### config.mk
export PLATFORM = sky130hd
export DESIGN_NAME = rotate_ctrl
export DESIGN_NICKNAME = d
export VERILOG_FILES = /design/src/rtl/rotate_pkg.sv /design/src/rtl/db_fsm.sv /design/src/rtl/rotate_ctrl.sv
export SDC_FILE = /design/constraint.sdc
export NUM_CORES = 1
export LEC_CHECK = 0
export CAP_MARGIN = 20
export CORE_ASPECT_RATIO = 0.9
export CORE_MARGIN = 2
export CORE_UTILIZATION = 37
export DETAILED_ROUTE_END_ITERATION = 16
export PLACE_DENSITY = 0.59
export SLEW_MARGIN = 20
export SYNTH_ARGS = -nofsm -noshare
export SYNTH_HDL_FRONTEND = slang
export SYNTH_HIERARCHICAL = 1
export SYNTH_SLANG_ARGS = --single-unit
### constraint.sdc
create_clock -name clk -period 3.3 [get_ports clk]
set_input_delay 0.33 -clock clk [delete_from_list [all_inputs] [get_ports clk]]
set_output_delay 0.33 -clock clk [all_outputs]
set_load 0.01 [all_outputs]
### src/rtl/rotate_pkg.sv
// Shared types and constants for the rotating-square control front end.
//   db_state_t : debounce FSM state encoding
//   SPEED_W    : width of the rate-select input
//   EN_RST     : reset value of the run enable
//   UP_RST     : reset value of the direction (1 = clockwise)
package rotate_pkg;

  typedef enum logic [1:0] {
    ZERO  = 2'd0,
    WAIT1 = 2'd1,
    ONE   = 2'd2,
    WAIT0 = 2'd3
  } db_state_t;

  localparam int unsigned SPEED_W = 2;

  localparam logic EN_RST = 1'b0;
  localparam logic UP_RST = 1'b1;

endpackage

### src/rtl/db_fsm.sv
// Pushbutton debouncer: a level must hold for 2^DB_W cycles before it is
// accepted. A one-cycle press pulse is issued when a high level is accepted;
// release is silent.
//   clk, rst_n : clock, asynchronous active-low reset
//   sw         : button level (already synchronized, or raw in sim builds)
//   db_level   : registered debounced level
//   press      : registered one-cycle pulse on accepted rising level
module db_fsm #(
  parameter int unsigned DB_W = 20
) (
  input  logic clk,
  input  logic rst_n,
  input  logic sw,
  output logic db_level,
  output logic press
);
  import rotate_pkg::*;

  localparam logic [DB_W-1:0] CNT_MAX = '1;

  db_state_t       r_state;
  db_state_t       w_state_nxt;
  logic [DB_W-1:0] r_cnt;
  logic [DB_W-1:0] w_cnt_nxt;
  logic            r_level;
  logic            w_level_nxt;
  logic            r_press;
  logic            w_press_nxt;

  // State, qualification counter and registered outputs
  always_ff @(posedge clk or negedge rst_n) begin
    if (!rst_n) begin
      r_state <= ZERO;
      r_cnt   <= '0;
      r_level <= 1'b0;
      r_press <= 1'b0;
    end else begin
      r_state <= w_state_nxt;
      r_cnt   <= w_cnt_nxt;
      r_level <= w_level_nxt;
      r_press <= w_press_nxt;
    end
  end

  // Next state; any bounce during qualification drops back to the stable state
  always_comb begin
    w_state_nxt = r_state;
    w_cnt_nxt   = r_cnt;
    w_level_nxt = r_level;
    w_press_nxt = 1'b0;
    case (r_state)
      ZERO: begin
        if (sw) begin
          w_state_nxt = WAIT1;
          w_cnt_nxt   = '0;
        end
      end
      WAIT1: begin
        if (!sw) begin
          w_state_nxt = ZERO;
        end else if (r_cnt == CNT_MAX) begin
          w_state_nxt = ONE;
          w_level_nxt = 1'b1;
          w_press_nxt = 1'b1;
        end else begin
          w_cnt_nxt = r_cnt + 1'b1;
        end
      end
      ONE: begin
        if (!sw) begin
          w_state_nxt = WAIT0;
          w_cnt_nxt   = '0;
        end
      end
      WAIT0: begin
        if (sw) begin
          w_state_nxt = ONE;
        end else if (r_cnt == CNT_MAX) begin
          w_state_nxt = ZERO;
          w_level_nxt = 1'b0;
        end else begin
          w_cnt_nxt = r_cnt + 1'b1;
        end
      end
      default: begin
        w_state_nxt = ZERO;
      end
    endcase
  end

  assign db_level = r_level;
  assign press    = r_press;

endmodule

### src/rtl/rotate_ctrl.sv
// User-control front end for the rotating-square display. Debounces the
// run/pause and direction buttons into toggled en/up levels and generates a
// rate-selectable step strobe.
//   clk, rst_n : clock, asynchronous active-low reset
//   btn_en     : raw run/pause button (toggles en)
//   btn_dir    : raw direction button (toggles up, 1 = clockwise)
//   speed      : rate select, tick period = ((2^TICK_W-1) >> speed) + 1
//   en, up     : registered control levels for rotate_square
//   tick       : registered one-cycle step strobe
// Build option: ROTATE_CTRL_SYNC_EN adds a 2-flop synchronizer per button;
// without it the raw buttons drive the debouncers (simulation only).
module rotate_ctrl
  import rotate_pkg::*;
#(
  parameter int unsigned DB_W   = 20,
  parameter int unsigned TICK_W = 26
) (
  input  logic               clk,
  input  logic               rst_n,
  input  logic               btn_en,
  input  logic               btn_dir,
  input  logic [SPEED_W-1:0] speed,
  output logic               en,
  output logic               up,
  output logic               tick
);

  localparam logic [TICK_W-1:0] CNT_FULL = '1;

  logic              w_sw_en;
  logic              w_sw_dir;
  logic              w_lvl_en;
  logic              w_lvl_dir;
  logic              w_press_en;
  logic              w_press_dir;
  logic              w_tgl_en;
  logic              w_tgl_dir;
  logic [TICK_W-1:0] w_limit;
  logic [TICK_W-1:0] r_cnt;
  logic              r_en;
  logic              r_up;
  logic              r_tick;

`ifdef ROTATE_CTRL_SYNC_EN
  logic [1:0] r_sync_en;
  logic [1:0] r_sync_dir;

  // Two-flop synchronizers for the asynchronous buttons
  always_ff @(posedge clk or negedge rst_n) begin
    if (!rst_n) begin
      r_sync_en  <= 2'b00;
      r_sync_dir <= 2'b00;
    end else begin
      r_sync_en  <= {r_sync_en[0], btn_en};
      r_sync_dir <= {r_sync_dir[0], btn_dir};
    end
  end

  assign w_sw_en  = r_sync_en[1];
  assign w_sw_dir = r_sync_dir[1];
`else
  assign w_sw_en  = btn_en;
  assign w_sw_dir = btn_dir;
`endif

  db_fsm #(.DB_W(DB_W)) u_db_en (
    .clk      (clk),
    .rst_n    (rst_n),
    .sw       (w_sw_en),
    .db_level (w_lvl_en),
    .press    (w_press_en)
  );

  db_fsm #(.DB_W(DB_W)) u_db_dir (
    .clk      (clk),
    .rst_n    (rst_n),
    .sw       (w_sw_dir),
    .db_level (w_lvl_dir),
    .press    (w_press_dir)
  );

  // A press is only honoured while its debounced level is high
  assign w_tgl_en  = w_press_en & w_lvl_en;
  assign w_tgl_dir = w_press_dir & w_lvl_dir;

  assign w_limit = CNT_FULL >> speed;

  // Control toggles and step counter. >= lets a mid-count speed increase
  // wrap on the next cycle; the tick is suppressed on the edge en turns off.
  always_ff @(posedge clk or negedge rst_n) begin
    if (!rst_n) begin
      r_en   <= EN_RST;
      r_up   <= UP_RST;
      r_cnt  <= '0;
      r_tick <= 1'b0;
    end else begin
      r_en <= r_en ^ w_tgl_en;
      r_up <= r_up ^ w_tgl_dir;
      if (r_en) begin
        if (r_cnt >= w_limit) begin
          r_cnt  <= '0;
          r_tick <= ~w_tgl_en;
        end else begin
          r_cnt  <= r_cnt + 1'b1;
          r_tick <= 1'b0;
        end
      end else begin
        r_tick <= 1'b0;
      end
    end
  end

  assign en   = r_en;
  assign up   = r_up;
  assign tick = r_tick;

endmodule

* Yosys cells after proc, flatten, opt, wreduce, memory -nomap -nowiden
Cells that the tools add are included.
** Storage, ports and cells
- Register bits after elaboration :: 77
- Input bits :: 6
- Output and inout port bits :: 3
- Logic and storage cells :: 101
** Cells by class
- $add $sub $neg :: 3
- $lt $le $gt $ge :: 1
- Equality and inequality tests :: 24
- Shifts and indexed selects :: 1
- Muxes and demuxes :: 45
- Bitwise logic cells :: 5
- Reductions and logical operators :: 10
** Operator list (count)
- $mux 20 :: 10
- $pmux 20 s4 :: 2
- $add 20x1->20 const B :: 2
- $eq 20x20->1 const B :: 2
- $add 26x1->26 const B :: 1
- $ge 26x26->1 :: 1
- $mux 26 :: 1
- $shr 26x2->26 const A :: 1
- $mux 2 :: 12
- $mux 1 :: 16
- $ne 2x2->1 const B :: 8
- $pmux 2 s4 :: 2
- $reduce_and 4->1 :: 4
- $ne 3x2->1 const B :: 4
- $reduce_and 5->1 :: 2
- $eq 2x2->1 const B :: 4
- $ne 2x1->1 const B :: 4
- $eq 2x1->1 const B :: 2
- $logic_not 2->1 :: 2
- $pmux 1 s2 :: 2
- $reduce_bool 2->1 :: 2
- $and 1x1->1 :: 2
- $xor 1x1->1 :: 2
- $not 1->1 :: 1

* Depth between registers and ports, before layout
- Depth in word-level cells :: 4
- Depth in mapped cells :: 8
- Gate-level depth less buffers :: 6

* By module
The synthesis kept the hierarchy.
** By module, submodules not included
- db_fsm :: instances 2, cells each 161, area each 1468.9 um2, seq. area each 600.6 um2
- rotate_ctrl :: instances 1, cells each 174, area each 1674.1 um2, seq. area each 726.9 um2

* Worst setup path before layout
No wires, ideal clock.
- Path kind :: input port to flip-flop
- Start point :: input speed[0]
- End point :: register r_cnt[15] (netlist name)
- Library setup time :: 0.145 ns
- Arrival :: 2.001 ns
- Data required time :: 3.155 ns
- Setup slack :: 1.154 ns
- Cell stages on the path :: 8
- Path buffers :: 2
- Cell sequence :: or2_2 > ha_1 > nand3_1 > or4_1 > clkbuf_1 > o21ai_2 > buf_2 > a22oi_1
** RTL lines
- from (decl) :: line rotate_ctrl.sv:22 : input logic [SPEED_W-1:0] speed,

==> impl_metrics.ini <==
[run_status]
status = complete, no violations

[logic_synthesis]
synthTopCellsByCount = dfrtp_1, nand2_1, inv_1
ys_types = 63
synth_edf_count = 0
syn_inst = 496
ys_seq_area_share_pct = 41.8
synth_top_area_share_pct = 41.2
syn_area_mm2 = 0.00461
avgSynthCellArea_um2 = 9.30
synth_most_common_cell = dfrtp_1
syn_nets = 508
synthMuxAreaShare_pct = 2.55
synth_xor_area_share_pct = 2.47
synth_simple_gate_area_share_pct = 26.4
synthArstFlopShare_pct = 100
synth_top_cell_by_area = dfrtp_1
synth_top_family_by_area = simple AND/OR/NAND/NOR gates
ys_ff_latch = 77
ys.flop_type = dfrtp_1
ys_warn_count = 6
synth_compound_area_share_pct = 20.1
synth_adder_area_share_pct = 1.63
synthTopCellsByArea = dfrtp_1, nand2_1, nand4_1

[worst_hold_path]
hp-class = in -> async

[drt]
wl_per_cell_um = 15.4
vias_per_cell = 5.87
totalWireLength_um = 10200
drt_iter0_drc = 185
ant_nets = 0
drc = 0
num_vias = 3893
first_pass_iters = 4

[clock_network]
htreeDepth = 3
clock_path_buffers = 2
tritoncts = built
path_clk_slew_ps = 60
numCtsBuffers = 9
root_buffer = clkbuf_16
cts_sinks = 77
insertion_delay_ps = 340
post_cts_buffers = 0
cts_hold_buf = 0
cts_resized = 0

[floorplanning]
rows = 38
dieHeight_um = 110
die_area_mm2 = 0.0134
core-area_mm2 = 0.0121
start_util_pct = 38.0
die_w_um = 122
num_io_pins = 9

[sta]
slew_headroom_pct = 31.1
finalSetupTns_ps = 0
slew_violations = 0
period_share_pct = 72.2
fin_crit_ps = 2380
tightest_slew_ps = 1030
skew_ps = 7.23
setup_viol = 0
finalHoldViolations = 0
rsz0062_at_grt = no
fmax_mhz = 420

[setup_path]
worst-setup-path-type = reg -> reg
cpMaxStageDelayCell = or4b_2
crit_path_start_kind = flip-flop
critPathMaxFanout = 11
max_stage_delay_ps = 670
critPathArrivalTime_ps = 2640
worstPathCellList = ha_1 -> nand4_1 -> or3_1 -> or4b_2 -> a22oi_1
worstPathRequired_ps = 3560
worstRegToRegCells = 5
crit_path_end_kind = flip-flop

[global_routing]
grt_overflow = 0
gr-usage-all-layers_pct = 16.5
grt_pass1_wl_um = 17600
antenna_found_initial = 0
grt_max_degree = 78
grt_pass1_vias = 3652

[pwr]
p_leak_uw = 0.00200
p_per_area_mw_per_mm2 = 424
max-vdd-ir-drop_uv = 216

[placement]
routabilityCongestion = 0.809
portBuffers = 8
post-dp-hpwl_um = 6740

[flow_run]
maxCapViolCount = 0

[finish]
nFillCells = 1198
antenna_cells = 0
final_util_pct = 42.2
area_growth_pct = 11.1
nets = 512
drive_gt1_share_pct = 10.9
==> critical path: cells and delay by family, from the launching register on <==
kind | cells | cell delay (ps)
AO/OA/AOI/OAI | 1 | 170
adder cells (fa/ha/maj) | 1 | 200
flip-flops | 1 | 390
AND/OR/NAND/NOR | 3 | 1540
==> layout make-up <==
cell class | instances | area [µm²] | share of cell area [%]
repair buffers | 18 | 156 | 3.05
flip-flops and latches | 77 | 1930 | 37.6
clock buffers | 12 | 256 | 5.01
inverters | 31 | 121 | 2.37
well taps | 160 | 200 | 3.91
clock inverters | 2 | 10.0 | 0.195
multi-input cells | 363 | 2450 | 47.8
==> worst paths after layout <==
kind                       slack, ps  startpoint                end
max in group asynchronous       2790       rst_n  u_db_en/r_cnt[10]
min reg2reg                      490          up                 up
min                               10       rst_n          r_cnt[11]
min in group clk                 490          up                 up
max                              920    r_cnt[0]          r_cnt[22]
max reg2reg                      920    r_cnt[0]          r_cnt[22]
==> layout by cell type (no fill, tap or decap), drive strengths merged, types with 4 or more instances in the layout <==
master	count
a211o	6
a21oi	16
a22o	14
a22oi	11
buf	11
clkbuf	12
clkdlybuf4s50	7
dfrtp	76
ha	6
inv	31
mux2	6
mux2i	5
nand2	45
nand3	29
nand4	21
nor2	12
nor3	19
nor4	15
nor4b	6
o211ai	9
o21ai	26
o221ai	4
o31ai	10
o41ai	4
or2	4
or3	15
or4	20
xnor2	10
==> sequential cells by signal, summed over array words and instances (netlist names), named ones only <==
register / cells
r_cnt: 26
u_db_dir/r_cnt: 20
u_db_en/r_cnt: 20
en: 1
tick: 1
u_db_dir/db_level: 1
u_db_dir/press: 1
u_db_dir/r_state: 1
u_db_en/db_level: 1
u_db_en/press: 1
u_db_en/r_state: 1
up: 1
==> power breakdown <==
group	internal (µW)	switching [µW]	leakage (µW)
combinational	86.6	109	0.000980
sequential	996	80.3	0.000886
clock	539	363	0.000134
==> metal layers <==
metal	wire length (µm)	global-route usage, %
met1	5030	21.7
met2	4680	26.6
met3	416	4.93
met4	95	4.52
met5	0	0
==> stage by stage <==
step,setup slack (ps),hold slack (ps),instance area (µm²),power (µW),std cells
final,918,10.3,5120,2170,663
after global placement,673,479,4850,1280,649
after detailed placement,626,485,4850,1290,649
after global routing,749,89.6,5120,2290,663
after floorplan,1150,34.4,4610,1220,496
after CTS,899,196,5120,2210,663
==> kinds of logic (layout without fill, tap and decap cells) <==
family                   after synthesis  in the layout
AND/OR/NAND/NOR                      206            206
multiplexers                          11             11
adder cells (fa/ha/maj)                6              6
XOR/XNOR                              13             13
flip-flops                            77             77
AO/OA/AOI/OAI                        127            127
buffers and inverters                 56             63
Note: power is estimated with default switching activity, not from simulation.
